### config.mk
export PLATFORM = sky130hd
export DESIGN_NAME = udp_tx_arb
export DESIGN_NICKNAME = d
export VERILOG_FILES = /design/src/rtl/udp_pkg.sv /design/src/rtl/rr_arbiter.sv /design/src/rtl/udp_tx_arb.sv
export SDC_FILE = /design/constraint.sdc
export NUM_CORES = 1
export LEC_CHECK = 0
export ABC_AREA = 1
export BUFFER_PORTS_ARGS = -buffer_cell sky130_fd_sc_hd__buf_2
export CAP_MARGIN = 0
export CELL_PAD_IN_SITES_DETAIL_PLACEMENT = 1
export CELL_PAD_IN_SITES_GLOBAL_PLACEMENT = 1
export CORE_UTILIZATION = 34
export CTS_BUF_LIST = sky130_fd_sc_hd__clkbuf_2
export CTS_CLUSTER_DIAMETER = 200
export CTS_CLUSTER_SIZE = 28
export DETAILED_ROUTE_END_ITERATION = 8
export GPL_TIMING_DRIVEN = 0
export PLACE_DENSITY = 0.95
export SLEW_MARGIN = 20
export SYNTH_ARGS = -nofsm -noshare
export SYNTH_HDL_FRONTEND = slang
export SYNTH_HIERARCHICAL = 1
export SYNTH_SLANG_ARGS = --single-unit
### constraint.sdc
create_clock -name clk -period 4.6 [get_ports clk]
set_input_delay 0.69 -clock clk [delete_from_list [all_inputs] [get_ports clk]]
set_output_delay 0.69 -clock clk [all_outputs]
set_load 0.02 [all_outputs]
### src/rtl/udp_pkg.sv
// Shared UDP transmit definitions: arbiter state encoding, length limits and
// the descriptor payload handed to the UDP engine.
package udp_pkg;

    localparam int unsigned WD_W = 20;

    localparam logic [15:0] MIN_DATA_NUM   = 16'd18;
    localparam logic [15:0] UDP_MAX_BYTES  = 16'd1472;
    localparam logic [7:0]  ETH_IFG_CYCLES = 8'd12;

    typedef enum logic [3:0] {
        S_IDLE  = 4'b0001,
        S_START = 4'b0010,
        S_BUSY  = 4'b0100,
        S_GAP   = 4'b1000
    } arb_state_t;

    typedef struct packed {
        logic [15:0] byte_num;
        logic [31:0] des_ip;
        logic [47:0] des_mac;
    } tx_desc_t;

endpackage

### src/rtl/rr_arbiter.sv
// Combinational round-robin pick: first requester strictly after ptr, wrapping.
module rr_arbiter #(
    parameter int unsigned NCH = 2,
    parameter int unsigned PW  = $clog2(NCH)
) (
    input  logic [NCH-1:0] req,
    input  logic [PW-1:0]  ptr,
    output logic           valid,
    output logic [PW-1:0]  pick
);

    // Walk from farthest to nearest so the nearest requester is the last write.
    always_comb begin
        valid = 1'b0;
        pick  = '0;
        for (int unsigned i = NCH; i > 0; i--) begin
            if (req[(32'(ptr) + i) % NCH]) begin
                valid = 1'b1;
                pick  = PW'((32'(ptr) + i) % NCH);
            end
        end
    end

endmodule

### src/rtl/udp_tx_arb.sv
// Round-robin scheduler sharing one UDP transmit engine between NCH channels,
// with length checking, inter-packet gap and a start-to-done watchdog.
module udp_tx_arb
    import udp_pkg::*;
#(
    parameter int unsigned     NCH         = 2,
    parameter logic [15:0]     MAX_BYTES   = UDP_MAX_BYTES,
    parameter logic [7:0]      IFG_CYCLES  = ETH_IFG_CYCLES,
    parameter logic [WD_W-1:0] TIMEOUT_CYC = 20'd100000
) (
    input  logic              clk,
    input  logic              rst,
    input  logic [NCH-1:0]    ch_req,
    input  logic [16*NCH-1:0] ch_byte_num,
    input  logic [32*NCH-1:0] ch_des_ip,
    input  logic [48*NCH-1:0] ch_des_mac,
    input  logic [8*NCH-1:0]  ch_tx_data,
    output logic [NCH-1:0]    ch_gnt,
    output logic [NCH-1:0]    ch_tx_req,
    output logic [NCH-1:0]    ch_done,
    output logic [NCH-1:0]    ch_err,
    output logic              tx_start_en,
    output logic [15:0]       tx_byte_num,
    output logic [31:0]       des_ip,
    output logic [47:0]       des_mac,
    output logic [7:0]        eng_tx_data,
    input  logic              eng_tx_req,
    input  logic              eng_tx_done,
    output logic              busy
);

    localparam int unsigned PW = $clog2(NCH);

    arb_state_t      state, state_nxt;
    logic [PW-1:0]   rr_ptr, rr_nxt, arb_pick;
    logic            arb_valid;
    logic [NCH-1:0]  gnt_nxt, done_nxt, err_nxt;
    logic            start_nxt, busy_nxt;
    tx_desc_t        desc, desc_nxt;
    logic [WD_W-1:0] wd, wd_nxt;
    logic [7:0]      gap_cnt, gap_nxt;
    logic [15:0]     pick_len;

    rr_arbiter #(.NCH(NCH), .PW(PW)) u_rr (
        .req   (ch_req),
        .ptr   (rr_ptr),
        .valid (arb_valid),
        .pick  (arb_pick)
    );

    assign pick_len    = ch_byte_num[16*32'(arb_pick) +: 16];
    assign tx_byte_num = desc.byte_num;
    assign des_ip      = desc.des_ip;
    assign des_mac     = desc.des_mac;

    // Engine data path follows the held grant combinationally.
    assign ch_tx_req = {NCH{eng_tx_req}} & ch_gnt;

    always_comb begin
        eng_tx_data = '0;
        for (int unsigned i = 0; i < NCH; i++) begin
            eng_tx_data |= ch_tx_data[8*i +: 8] & {8{ch_gnt[i]}};
        end
    end

    always_ff @(posedge clk) begin
        if (rst) begin
            state       <= S_IDLE;
            rr_ptr      <= PW'(NCH - 1);
            ch_gnt      <= '0;
            ch_done     <= '0;
            ch_err      <= '0;
            tx_start_en <= 1'b0;
            busy        <= 1'b0;
            desc        <= '0;
            wd          <= '0;
            gap_cnt     <= '0;
        end else begin
            state       <= state_nxt;
            rr_ptr      <= rr_nxt;
            ch_gnt      <= gnt_nxt;
            ch_done     <= done_nxt;
            ch_err      <= err_nxt;
            tx_start_en <= start_nxt;
            busy        <= busy_nxt;
            desc        <= desc_nxt;
            wd          <= wd_nxt;
            gap_cnt     <= gap_nxt;
        end
    end

    always_comb begin
        state_nxt = state;
        rr_nxt    = rr_ptr;
        gnt_nxt   = ch_gnt;
        done_nxt  = '0;
        err_nxt   = '0;
        start_nxt = 1'b0;
        desc_nxt  = desc;
        wd_nxt    = wd;
        gap_nxt   = gap_cnt;

        unique case (state)
            S_IDLE: begin
                if (arb_valid) begin
                    rr_nxt = arb_pick;
                    if (pick_len == 16'd0 || pick_len > MAX_BYTES) begin
                        err_nxt[arb_pick] = 1'b1;
                    end else begin
                        desc_nxt.byte_num = pick_len;
                        desc_nxt.des_ip   = ch_des_ip[32*32'(arb_pick) +: 32];
                        desc_nxt.des_mac  = ch_des_mac[48*32'(arb_pick) +: 48];
                        gnt_nxt           = NCH'(1) << arb_pick;
                        state_nxt         = S_START;
                    end
                end
            end
            S_START: begin
                start_nxt = 1'b1;
                wd_nxt    = '0;
                state_nxt = S_BUSY;
            end
            S_BUSY: begin
                // A done on the timeout cycle still counts as a completed packet.
                if (eng_tx_done) begin
                    done_nxt  = ch_gnt;
                    gnt_nxt   = '0;
                    gap_nxt   = '0;
                    state_nxt = S_GAP;
                end else if (wd == TIMEOUT_CYC - WD_W'(1)) begin
                    err_nxt   = ch_gnt;
                    gnt_nxt   = '0;
                    gap_nxt   = '0;
                    state_nxt = S_GAP;
                end else if (wd != '1) begin
                    wd_nxt = wd + WD_W'(1);
                end
            end
            S_GAP: begin
                if (9'(gap_cnt) + 9'd1 >= 9'(IFG_CYCLES)) begin
                    state_nxt = S_IDLE;
                end else begin
                    gap_nxt = gap_cnt + 8'd1;
                end
            end
            default: begin
                state_nxt = S_IDLE;
                gnt_nxt   = '0;
            end
        endcase

        busy_nxt = (state_nxt != S_IDLE);
    end

endmodule

Word level (Yosys, flattened, before mapping)
Cells that the tools add are included.

Flip-flop bits (word level): 137. Input bits: 214. Output and inout port bits: 114. Logic and storage cells: 97.

Add/subtract/negate cells: 5. Multipliers: 1. Magnitude comparators: 6. Eq/ne operators: 14. Shift operators: 4. Muxes and demuxes: 35. Bitwise operators: 8. Reductions and logical operators: 12.

Operators with widths (number): $shiftx 96x8->48 (1); $shiftx 64x7->32 (1); $mux 20 (3); $pmux 20 s2 (1); $shiftx 32x6->16 (1); $mux 8 (3); $add 20x1->20 const B (1); $eq 20x17->1 const B (1); $mux 4 (5); $ne 20x20->1 const B (1); $and 8x8->8 (2); $gt 16x11->1 const B (1); $logic_not 16->1 (1); $mux 2 (8); $pmux 4 s4 (1); $pmux 8 s2 (1); $ne 2x2->1 const B (6); $mux 1 (10); $add 8x1->9 const B (1); $ge 9x4->1 const B (1); $add 8x1->8 const B (1); $or 8x8->8 (1); $reduce_and 4->1 (2); $lt 1x2->1 const B (3); 22 further kinds (28).

Logic depth before layout (Yosys ltp)
Gate-level depths: netlist of run 1.

Word-level depth: 12. Depth in mapped cells: 19. Mapped depth without buffers: 15.

Modules after synthesis
The synthesis of run 1 kept the hierarchy.

By module, submodules not included: udp_tx_arb (instances 1, cells an instance 1122, area each 6955.4 µm²); rr_arbiter (instances 1, cells an instance 3, area each 15.0 µm²).

Worst setup path after synthesis of run 1
No wires, ideal clock.

Kind: input -> register. From: input port ch_req[1]. To: register desc (netlist bit tx_byte_num[8]). Setup time: 116 ps. Data arrival time: 2270 ps. Data required time: 4484 ps. Setup slack: 2214 ps. Stages on the path: 18. Path buffers: 4. Cell sequence: inv_1 > a21oi_1 > buf_4 > buf_2 > nand2_1 > nand2_1 > inv_2 > nor2_1 > nand2_1 > nor2_1 > nand2_1 > nand2_2 > nor2_4 > buf_6 > buf_6 > or2_1 > inv_1 > nor2_1.

Cells in the longest elaborated chain, start to end: 9. Elaborated cells on any way between the ends: 14. Classes of those cells: order compare: 1; shift: 1; mux: 8; bitwise: 1; reduce/logical: 3.

Ends and longest elaborated chain: start: declaration (RTL line udp_tx_arb.sv:13) `input logic [NCH-1:0] ch_req,`; $mux 1 (implied by the code) (2 in series) (RTL line rr_arbiter.sv:17) `if (req[(32'(ptr) + i) % NCH]) begin`; $mux 1 (RTL line rr_arbiter.sv:17); $mux 1 * (RTL line rr_arbiter.sv:17); via arb_pick (RTL line udp_tx_arb.sv:35) `logic [PW-1:0] rr_ptr, rr_nxt, arb_pick;`; $shiftx 32x6->16 * (RTL line udp_tx_arb.sv:51) `assign pick_len = ch_byte_num[16*32'(arb_pick) +: 16];`; $gt 16x11->1 / $logic_not 16->1 (equally long branches) (RTL line udp_tx_arb.sv:107) `if (pick_len == 16'd0 || pick_len > MAX_BYTES) begin`; $logic_or 1x1->1 (RTL line udp_tx_arb.sv:107); $not 1->1 (no source line); $reduce_and 3->1 (no source line); end signal: assignment (RTL line udp_tx_arb.sv:86) `desc <= desc_nxt;`; end: declaration (RTL line udp_tx_arb.sv:39) `tx_desc_t desc, desc_nxt;`.

Mark *: on every way through the listed nets, which the timed path passes. The rest lies on a longest branch. The select of a mux whose other input is x is not followed. A chain may end at the register's enable or synchronous reset.

Final worst setup path of run 1
From: register ch_gnt[0]. To: output port eng_tx_data[4].

Cells in the longest elaborated chain, start to end: 2.

Ends and longest elaborated chain: start: declaration (RTL line udp_tx_arb.sv:18) `output logic [NCH-1:0] ch_gnt,`; start signal: assignment (RTL line udp_tx_arb.sv:81) `ch_gnt <= gnt_nxt;`; $and 8x8->8 (RTL line udp_tx_arb.sv:62) `eng_tx_data |= ch_tx_data[8*i +: 8] & {8{ch_gnt[i]}};`; $or 8x8->8 (RTL line udp_tx_arb.sv:62); end: declaration (RTL line udp_tx_arb.sv:26) `output logic [7:0] eng_tx_data,`.

Every way passes these cells.

==> results of run 1 <==
## through the flow
stage               std cells  power [uW]   util  instance area [um^2]  hold slack (ns)
floorplan                1125        1520      -                  6970            0.424
global placement         1722        1730  0.443                  8940            0.426
detailed placement       1722        1740  0.443                  8940            0.438
CTS                      1753        2510  0.456                  9190            0.199
global route             1753        2600  0.456                  9190            0.204
finish                   1753        2490  0.456                  9190            0.254
## worst max path at each step
stage,start,end,slack (ns),cells past startpoint
5_1_grt,ch_gnt[0]$_SDFFE_PP0P_,eng_tx_data[6],1.76,3
6_report,ch_gnt[0]$_SDFFE_PP0P_,eng_tx_data[4],1.92,3
2_1_floorplan,ch_req[1],tx_byte_num[8]$_SDFFE_PP0P_,2.21,18
4_1_cts,ch_gnt[0]$_SDFFE_PP0P_,eng_tx_data[6],1.82,3
3_3_place_gp,ch_req[1],ch_err[0]$_SDFF_PP0_,1.65,10
3_5_place_dp,ch_req[1],ch_err[0]$_SDFF_PP0_,1.60,10
## synth_stat cells, types with 5 or more instances
cell type / n
o21ai_0: 92
dfxtp_1: 137
nand2_1: 393
clkbuf_1: 37
or2_1: 9
a22o_1: 8
buf_2: 18
nor3_1: 18
a21oi_1: 35
buf_6: 5
nand3_1: 37
nor2_1: 233
inv_1: 62
nand4_1: 5
xor2_1: 16
## power breakdown
group	total, uW	internal [uW]	switching [uW]
logic	480	176	304
clock network	765	259	506
registers	1240	1220	19.6
## flip-flops by register name, summed over array words and instances (netlist names), 2 cells and up
signal       flops
ch_done          2
ch_err           2
ch_gnt           2
des_ip          32
des_mac         48
gap_cnt          8
state            4
tx_byte_num     16
wd              20
## cell families (layout without fill, tap and decap cells)
kind of cell | after synthesis | after routing | share of synthesized area
compound gates | 136 | 136 | 0.102
xor+xnor | 19 | 19 | 0.0239
fa+ha+maj | 3 | 3 | 0.00539
buf+inv | 130 | 488 | 0.0806
flops | 137 | 137 | 0.393
simple gates | 700 | 700 | 0.394
## cell usage in the layout, fill, tap and decap left out, types with 8 or more instances in the layout
master,count
clkbuf_2,17
nor3_1,18
clkbuf_1,37
xor2_1,16
nand2_1,393
inv_1,62
buf_2,345
nand3_1,37
or2_1,9
nor2_1,233
a21oi_1,35
a22o_1,8
dfxtp_1,137
o21ai_0,92
## layout make-up
type,instances,area share
Buffer,64,0.0339
Clock buffer,17,0.00926
Clock inverter,14,0.0176
Inverter,66,0.0272
Multi-Input combinational cell,858,0.399
Sequential cell,137,0.298
Tap cell,270,0.0368
Timing Repair Buffer,327,0.178
## per-layer routing
| layer | up-vias | track usage | share of wire |
|---|---|---|---|
| met5 | - | 0 | 0.00072 |
| li1 | 4178 | - | - |
| met3 | 56 | 0.0447 | 0.034 |
| met1 | 3955 | 0.281 | 0.40 |
| met4 | 4 | 0.105 | 0.032 |
| met2 | 208 | 0.500 | 0.53 |
## worst max-delay path: stages, from the launching register on
cell      delay [ns]
dfxtp_1         0.49
clkbuf_1        0.42
a22o_1          0.23
buf_2           0.16
==> impl_results.md, run 1 <==
- Result of the run: completed
- Total wire length after detailed routing: 27.6 mm
- Synthesis-stage register bit count: 137
- Maximum Capacitance Violations: 0
- Clock Skews: 0.0411 ns
- Data required time at the worst endpoint: 3.91 ns
- Count of final setup violators: 0
- Count of different cell masters after synthesis: 26
- Most area-consuming cells after synthesis: dfxtp_1 (39%), nand2_1 (21%), nor2_1 (13%), o21ai_0 (6.6%), inv_1 (3.3%)
- Overflow after GRT: 0
- Length of the first detailed-routing pass in iterations: 4
- Floorplan die area: 21100 um^2
- Startpoint of the lowest-slack hold path: ch_des_mac[88]
- Antenna diode count: 0
- Startpoint-to-endpoint class of the critical path: register to output port
- Post-synth design cell area: 6970 um^2
- First-pass GRT wire length: 43.7 mm
- Count of antenna-violating nets left after detailed routing: 0
- Synth async-reset ratio: 0
- Level count of the clock H-tree: 4
- Area of the multi-input gates: 3670 um^2
- Ratio of total power to cell area: 271 nW/um^2
- Share of synthesized area occupied by flip-flops and latches: 0.393
- Fin crit share: 0.584
- Endpoint, Worst Hold: des_mac[40]$_SDFFE_PP0P_
- Sum of negative setup slack: 0 ns
- Number of inserted filler cells in the final layout: 2881
- Max-Slew Margin vs Limit: 0.430
- Clock tree sinks: 137
- Total number of vias: 8401
- Insertion delay of the later-clocked pin in the worst-skew pair: 0.74 ns
- Wire length per cell: 15.8 um
- Worst hold path class: input pin to register
- Clock period minus worst slack: 2.68 ns
- R2r startpoint: wd[1]$_SDFFE_PP0P_
- # DRC: 0
- Synth area leader: dfxtp_1
- Measured slew at the worst slew-check pin: 0.847 ns
- Area of the core region: 20200 um^2
- Starting utilization of the core area: 0.346
- Warnings from Yosys: 6
- Antenna violations before repair: 2
- CP startpoint kind: register
- Reg-to-Reg End: wd[3]$_SDFFE_PP0P_
- Starting DRC count in detailed routing: 218
- Die Y-Extent: 145 um
- Worst r2r path cells: 15
- IO Pins: 328
- Nets in the synthesized netlist: 1342
- Root buffer cell: clkbuf_2
- CTS hold repair buffers: 0
- Total Nets Final: 1688
- Peak Freq: 372 MHz
- Number of max-slew violations in the final report: 0
- Placement row count: 52
- Final Hold Vio Count: 0
- Maximum buffer depth of the clock tree: 2
- Sequential standard cell area: 2740 um^2
- Clock-pin slew reported for the worst setup and hold paths after clock tree synthesis: 0.25 ns
- Worst slack after detailed placement: 1.60 ns
- RD Place Congestion: 0.894
- Count of cells along the worst hold path: 5
- EDFF count, synth: 0
- Buffers inserted during post-CTS setup optimization: 0
- Clock buffer count from CTS: 17
- RSZ-0062 raised after global routing: no
- Post-detail-place hpwl: 22.0 mm
- Die width: 145 um
- Area Overhead vs Synth: 31.9%
- Post-cts repair resize count: 0
- All-Layer GR Usage: 0.261
- TritonCTS clock tree: done
- Vias in the first global route: 8643
- Crit path DAT: 1.99 ns
- Highest ir drop seen on vdd: 0.179 mV
- Post-Syn Instances: 1125
- Fraction of post-synthesis cell area in the top cell type by area: 0.393
- Largest net degree at the start of global routing: 17
- Leading register cell type out of synthesis: dfxtp_1
- Flop-to-flop setup slack: 1.95 ns
- Mean number of vias per cell: 4.79
- Mean cell area of the mapped netlist: 6.20 um^2
- Maximum fanout along the worst path: 10
- Leakage power total: 0.00503 uW
- Proportion of layout cells with a drive suffix above 1: 0.264
- Element type at the critical path end: output port
- Post-route setup slack: 1.92 ns
- Number of buffers inserted by port buffering: 327
Note: power is estimated with default switching activity, not from simulation.
==> inputs of run 2 (changes only) <==
--- a/config.mk
+++ b/config.mk
@@ -5,7 +5,7 @@
 export SDC_FILE = /design/constraint.sdc
 export NUM_CORES = 1
 export LEC_CHECK = 0
-export ABC_AREA = 1
+export ABC_AREA = 0
 export BUFFER_PORTS_ARGS = -buffer_cell sky130_fd_sc_hd__buf_2
 export CAP_MARGIN = 0
 export CELL_PAD_IN_SITES_DETAIL_PLACEMENT = 1
@@ -16,7 +16,7 @@
 export CTS_CLUSTER_SIZE = 28
 export DETAILED_ROUTE_END_ITERATION = 8
 export GPL_TIMING_DRIVEN = 0
-export PLACE_DENSITY = 0.95
+export PLACE_DENSITY = 0.91
 export SLEW_MARGIN = 20
 export SYNTH_ARGS = -nofsm -noshare
 export SYNTH_HDL_FRONTEND = slang
==> constraint.sdc (replaced) <==
create_clock -name clk -period 2.55 [get_ports clk]
set_input_delay 0.3825 -clock clk [delete_from_list [all_inputs] [get_ports clk]]
set_output_delay 0.3825 -clock clk [all_outputs]
set_load 0.02 [all_outputs]
==> impl_results.md, run 2 <==
- Result of the run: finished, violations left
- Violations in the final reports: hold timing, setup timing
- Warnings from Yosys: 6 (unchanged)
- Most common cell in the netlist: dfxtp_1
- Total Nets Final: 1423 (-16%)
- Insertion delay of the later-clocked pin in the worst-skew pair: 0.84 ns (+0.10 ns)
- Leading register cell type out of synthesis: dfxtp_1
- Clock buffer count from CTS: 17 (unchanged)
- Clock tree sinks: 137 (unchanged)
- Placement row count: 50 (-3.8%)
- Maximum buffer depth of the clock tree: 2 (unchanged)
- CP max stage cell: a211oi_1
- Proportion of layout cells with a drive suffix above 1: 0.395 (+0.130)
- Worst hold path class: input pin to register
- Level count of the clock H-tree: 4 (unchanged)
- # DRC: 0 (unchanged)
- Post-route setup slack: -1.11 ns (-3.03 ns)
- Count of different cell masters after synthesis: 51 (+96%)
- Antenna violations before repair: 12 (+10)
- Max reg flops: 48 (unchanged)
- Most common cell after layout, fill and taps aside: buf_2
- Data required time at the worst endpoint: 3.17 ns (-0.74 ns)
- Startpoint-to-endpoint class of the critical path: input pin to register
- Area of the core region: 18700 um^2 (-7.3%)
- Vias in the first global route: 8862 (+2.5%)
- Total wire length after detailed routing: 46.7 mm (+69%)
- Fraction of post-synthesis cell area in the top cell type by area: 0.422 (+0.0288)
- Endpoint, Worst Hold: des_mac[9]$_SDFFE_PP0P_
- Peak Freq: 273 MHz
- Leakage power total: 0.00462 uW (-8.2%)
- Die width: 140 um (-3.4%)
- Clock Skews: 0.0643 ns (+0.0232 ns)
- Final cell count without fillers: 1471 (-16%)
- RSZ-0062 raised after global routing: yes
- Synth area leader: dfxtp_1
- Max-Slew Margin vs Limit: 0.165 (-0.265)
- Synth async-reset ratio: 0 (unchanged)
- Highest ir drop seen on vdd: 0.260 mV (+46%)
- Synthesis-stage register bit count: 137 (unchanged)
- Wire length per cell: 31.7 um (+100%)
- Clock period minus worst slack: 3.66 ns
- Length of the first detailed-routing pass in iterations: 7 (+3)
- Most area-consuming cells after synthesis: dfxtp_1 (42%), mux2i_1 (14%), a211oi_1 (9.5%), nor2_1 (7.1%), a211oi_2 (2.1%)
- Cell area after placement: 8420 um^2 (-5.9%)
- Reg-to-Reg End: tx_byte_num[8]$_SDFFE_PP0P_
- Measured slew at the worst slew-check pin: 1.25 ns (+0.398 ns)
- Clock-pin slew reported for the worst setup and hold paths after clock tree synthesis: 0.27 ns (+0.02 ns)
- First-pass GRT wire length: 50.7 mm (+16%)
- Area Overhead vs Synth: 64.9%
- Leading post-synthesis cells by instance count: dfxtp_1 (137), nor2_1 (122), mux2i_1 (90)
- Total number of vias: 9385 (+12%)
- Count of final setup violators: 104 (+104)
- CP bufs+invs: 3 (+1)
- Number of buffers inserted by port buffering: 326 (-0.31%)
- Most frequent cells in the layout: buf_2 (330), dlygate4sd3_1 (138), dfxtp_1 (136)
- Final Hold Vio Count: 4 (+4)
- Fin crit share: 1.44
- Overflow after GRT: 0 (unchanged)
- Post-synth design cell area: 6490 um^2 (-6.8%)
- R2r startpoint: state[0]$_SDFF_PP1_
- Count of antenna-violating nets left after detailed routing: 0 (unchanged)
- Worst stage delay on the critical path: 1.04 ns (+0.55 ns)
- Root buffer cell: clkbuf_2
- Post-Syn Instances: 707 (-37%)
- Largest net degree at the start of global routing: 17 (unchanged)
- Crit path DAT: 4.28 ns (+2.29 ns)
- All-Layer GR Usage: 0.341 (+0.0801)
- EDFF count, synth: 0 (unchanged)
- Ratio of total power to cell area: 467 nW/um^2 (+73%)
- Core occupancy in the finished layout: 0.573 (+0.117)
- Total instance count after detailed placement: 1267 (-26%)
- Final instance area: 10700 um^2 (+17%)
- Maximum fanout along the worst path: 10 (unchanged)
- Maximum Capacitance Violations: 0 (unchanged)
- Floorplan die area: 19700 um^2 (-6.7%)
- Flop-to-flop setup slack: -1.10 ns (-3.05 ns)
- Starting DRC count in detailed routing: 1090 (+400%)
- Nets in the synthesized netlist: 924 (-31%)
- Startpoint of the lowest-slack hold path: ch_des_mac[9]
- RD Place Congestion: 0.861 (-3.7%)
- Element type at the critical path end: register
- Fin Hold WS: -0.0429 ns (-0.297 ns)
- Die Y-Extent: 140 um (-3.4%)
- Count of cells along the worst hold path: 3 (-2)
- Number of inserted filler cells in the final layout: 2188 (-24%)
- Mean number of vias per cell: 6.38 (+33%)
- Crit-path cells: dlygate4sd3_1 > buf_2 > nor4_1 > a22oi_2 > nand2b_4 > a311oi_4 > buf_4 > nor2_1 > a211oi_1
- Share of synthesized area occupied by flip-flops and latches: 0.422 (+0.0288)
- Post-detail-place hpwl: 19.5 mm (-11%)
- IO Pins: 328 (unchanged)
- CP startpoint kind: input pin
- Mean cell area of the mapped netlist: 9.19 um^2 (+48%)
- Worst r2r path cells: 7 (-8)
- Number of max-slew violations in the final report: 0 (unchanged)
- Cell type group with the largest total delay on the critical path: compound AO/OA/AOI/OAI gates
- Starting utilization of the core area: 0.347 (+0.00163)
- TritonCTS clock tree: done
## run 2: cell types whose count changed in the layout (fill, tap and decap cells not counted), sizes merged, moves of 26 or more
cell and delta:
a211oi +93, nor2 -112, nand3 -26, mux2i +90, nand2 -374, dlygate4sd3 +138, inv -59, o21ai -82
## run 2: metal layers
layer,routed length [um],track usage,up-vias
met5,63,0,-
met4,5130,0.263,8
met3,5890,0.0988,427
met2,20300,0.588,919
met1,15200,0.350,4425
li1,-,-,3606
## run 2: worst reg2reg max path, cell delays in order, from the launching register on
cell and delay (ns):
dfxtp_1 0.40, clkbuf_1 0.38, nor3b_2 0.38, nand2_1 0.23, a311oi_4 0.56, buf_4 0.31
nor2_1 0.18, a211oi_1 1.04
## run 2: logic make-up after synthesis
kind of cell	share of synthesized area
AOI/OAI and AO/OA	0.192
xor gates and xnor gates	0.0148
adders and majority gates	0.00578
buffers and inverters	0.0470
DFF	0.422
muxes	0.139
and+or+nand+nor	0.179
## run 2: final cells by class
cell class	count	area, um^2	share of cell area
Clock inverter	15	215	0.0201
Multi-Input combinational cell	508	3740	0.349
Clock buffer	17	85.1	0.00794
Timing Repair Buffer	481	3230	0.301
Tap cell	234	293	0.0273
Sequential cell	137	2740	0.256
Antenna cell	18	45.0	0.00421
Inverter	9	33.8	0.00315
Buffer	52	332	0.0310
## run 2: power breakdown
part | total, uW | switching (uW) | leakage [uW] | internal (uW)
combinational | 1060 | 594 | 0.00335 | 470
sequential | 2210 | 28.0 | 0.00111 | 2180
clock | 1730 | 1070 | 0.000164 | 667
## run 2: stage by stage
step	setup TNS, ns	worst slack, ns	total power (uW)
floorplan	0	0.185	2560
global placement	-77.23	-0.859	2850
detailed placement	-80.71	-0.901	2870
CTS	0	0.000503	4610
global route	-20.97	-0.982	5080
finish	-17.46	-1.11	5010
## run 2: worst max path at each step
| stage | cells after the start | start | endpoint | slack, ns |
|---|---|---|---|---|
| after floorplan | 9 | ch_req[1] | des_mac[19]$_SDFFE_PP0P_ | 0.19 |
| after global placement | 10 | ch_req[0] | des_mac[20]$_SDFFE_PP0P_ | -0.86 |
| after detailed placement | 10 | ch_req[0] | des_mac[19]$_SDFFE_PP0P_ | -0.90 |
| after CTS | 10 | rr_ptr$_SDFFE_PP1P_ | des_mac[31]$_SDFFE_PP0P_ | 0.0005 |
| after global routing | 8 | state[0]$_SDFF_PP1_ | des_mac[20]$_SDFFE_PP0P_ | -0.98 |
| final | 9 | ch_byte_num[2] | tx_byte_num[8]$_SDFFE_PP0P_ | -1.11 |
## run 2: repair_timing
action / 4_1_cts / 5_1_grt
pin swaps: 3 / 24
buffers inserted: 2 / 12
hold endpoints to repair: 69 / 6
hold buffers: 129 / 9
gates cloned: 1 / 3
resized for setup: 15 / 85
setup endpoints to repair: 102 / 112
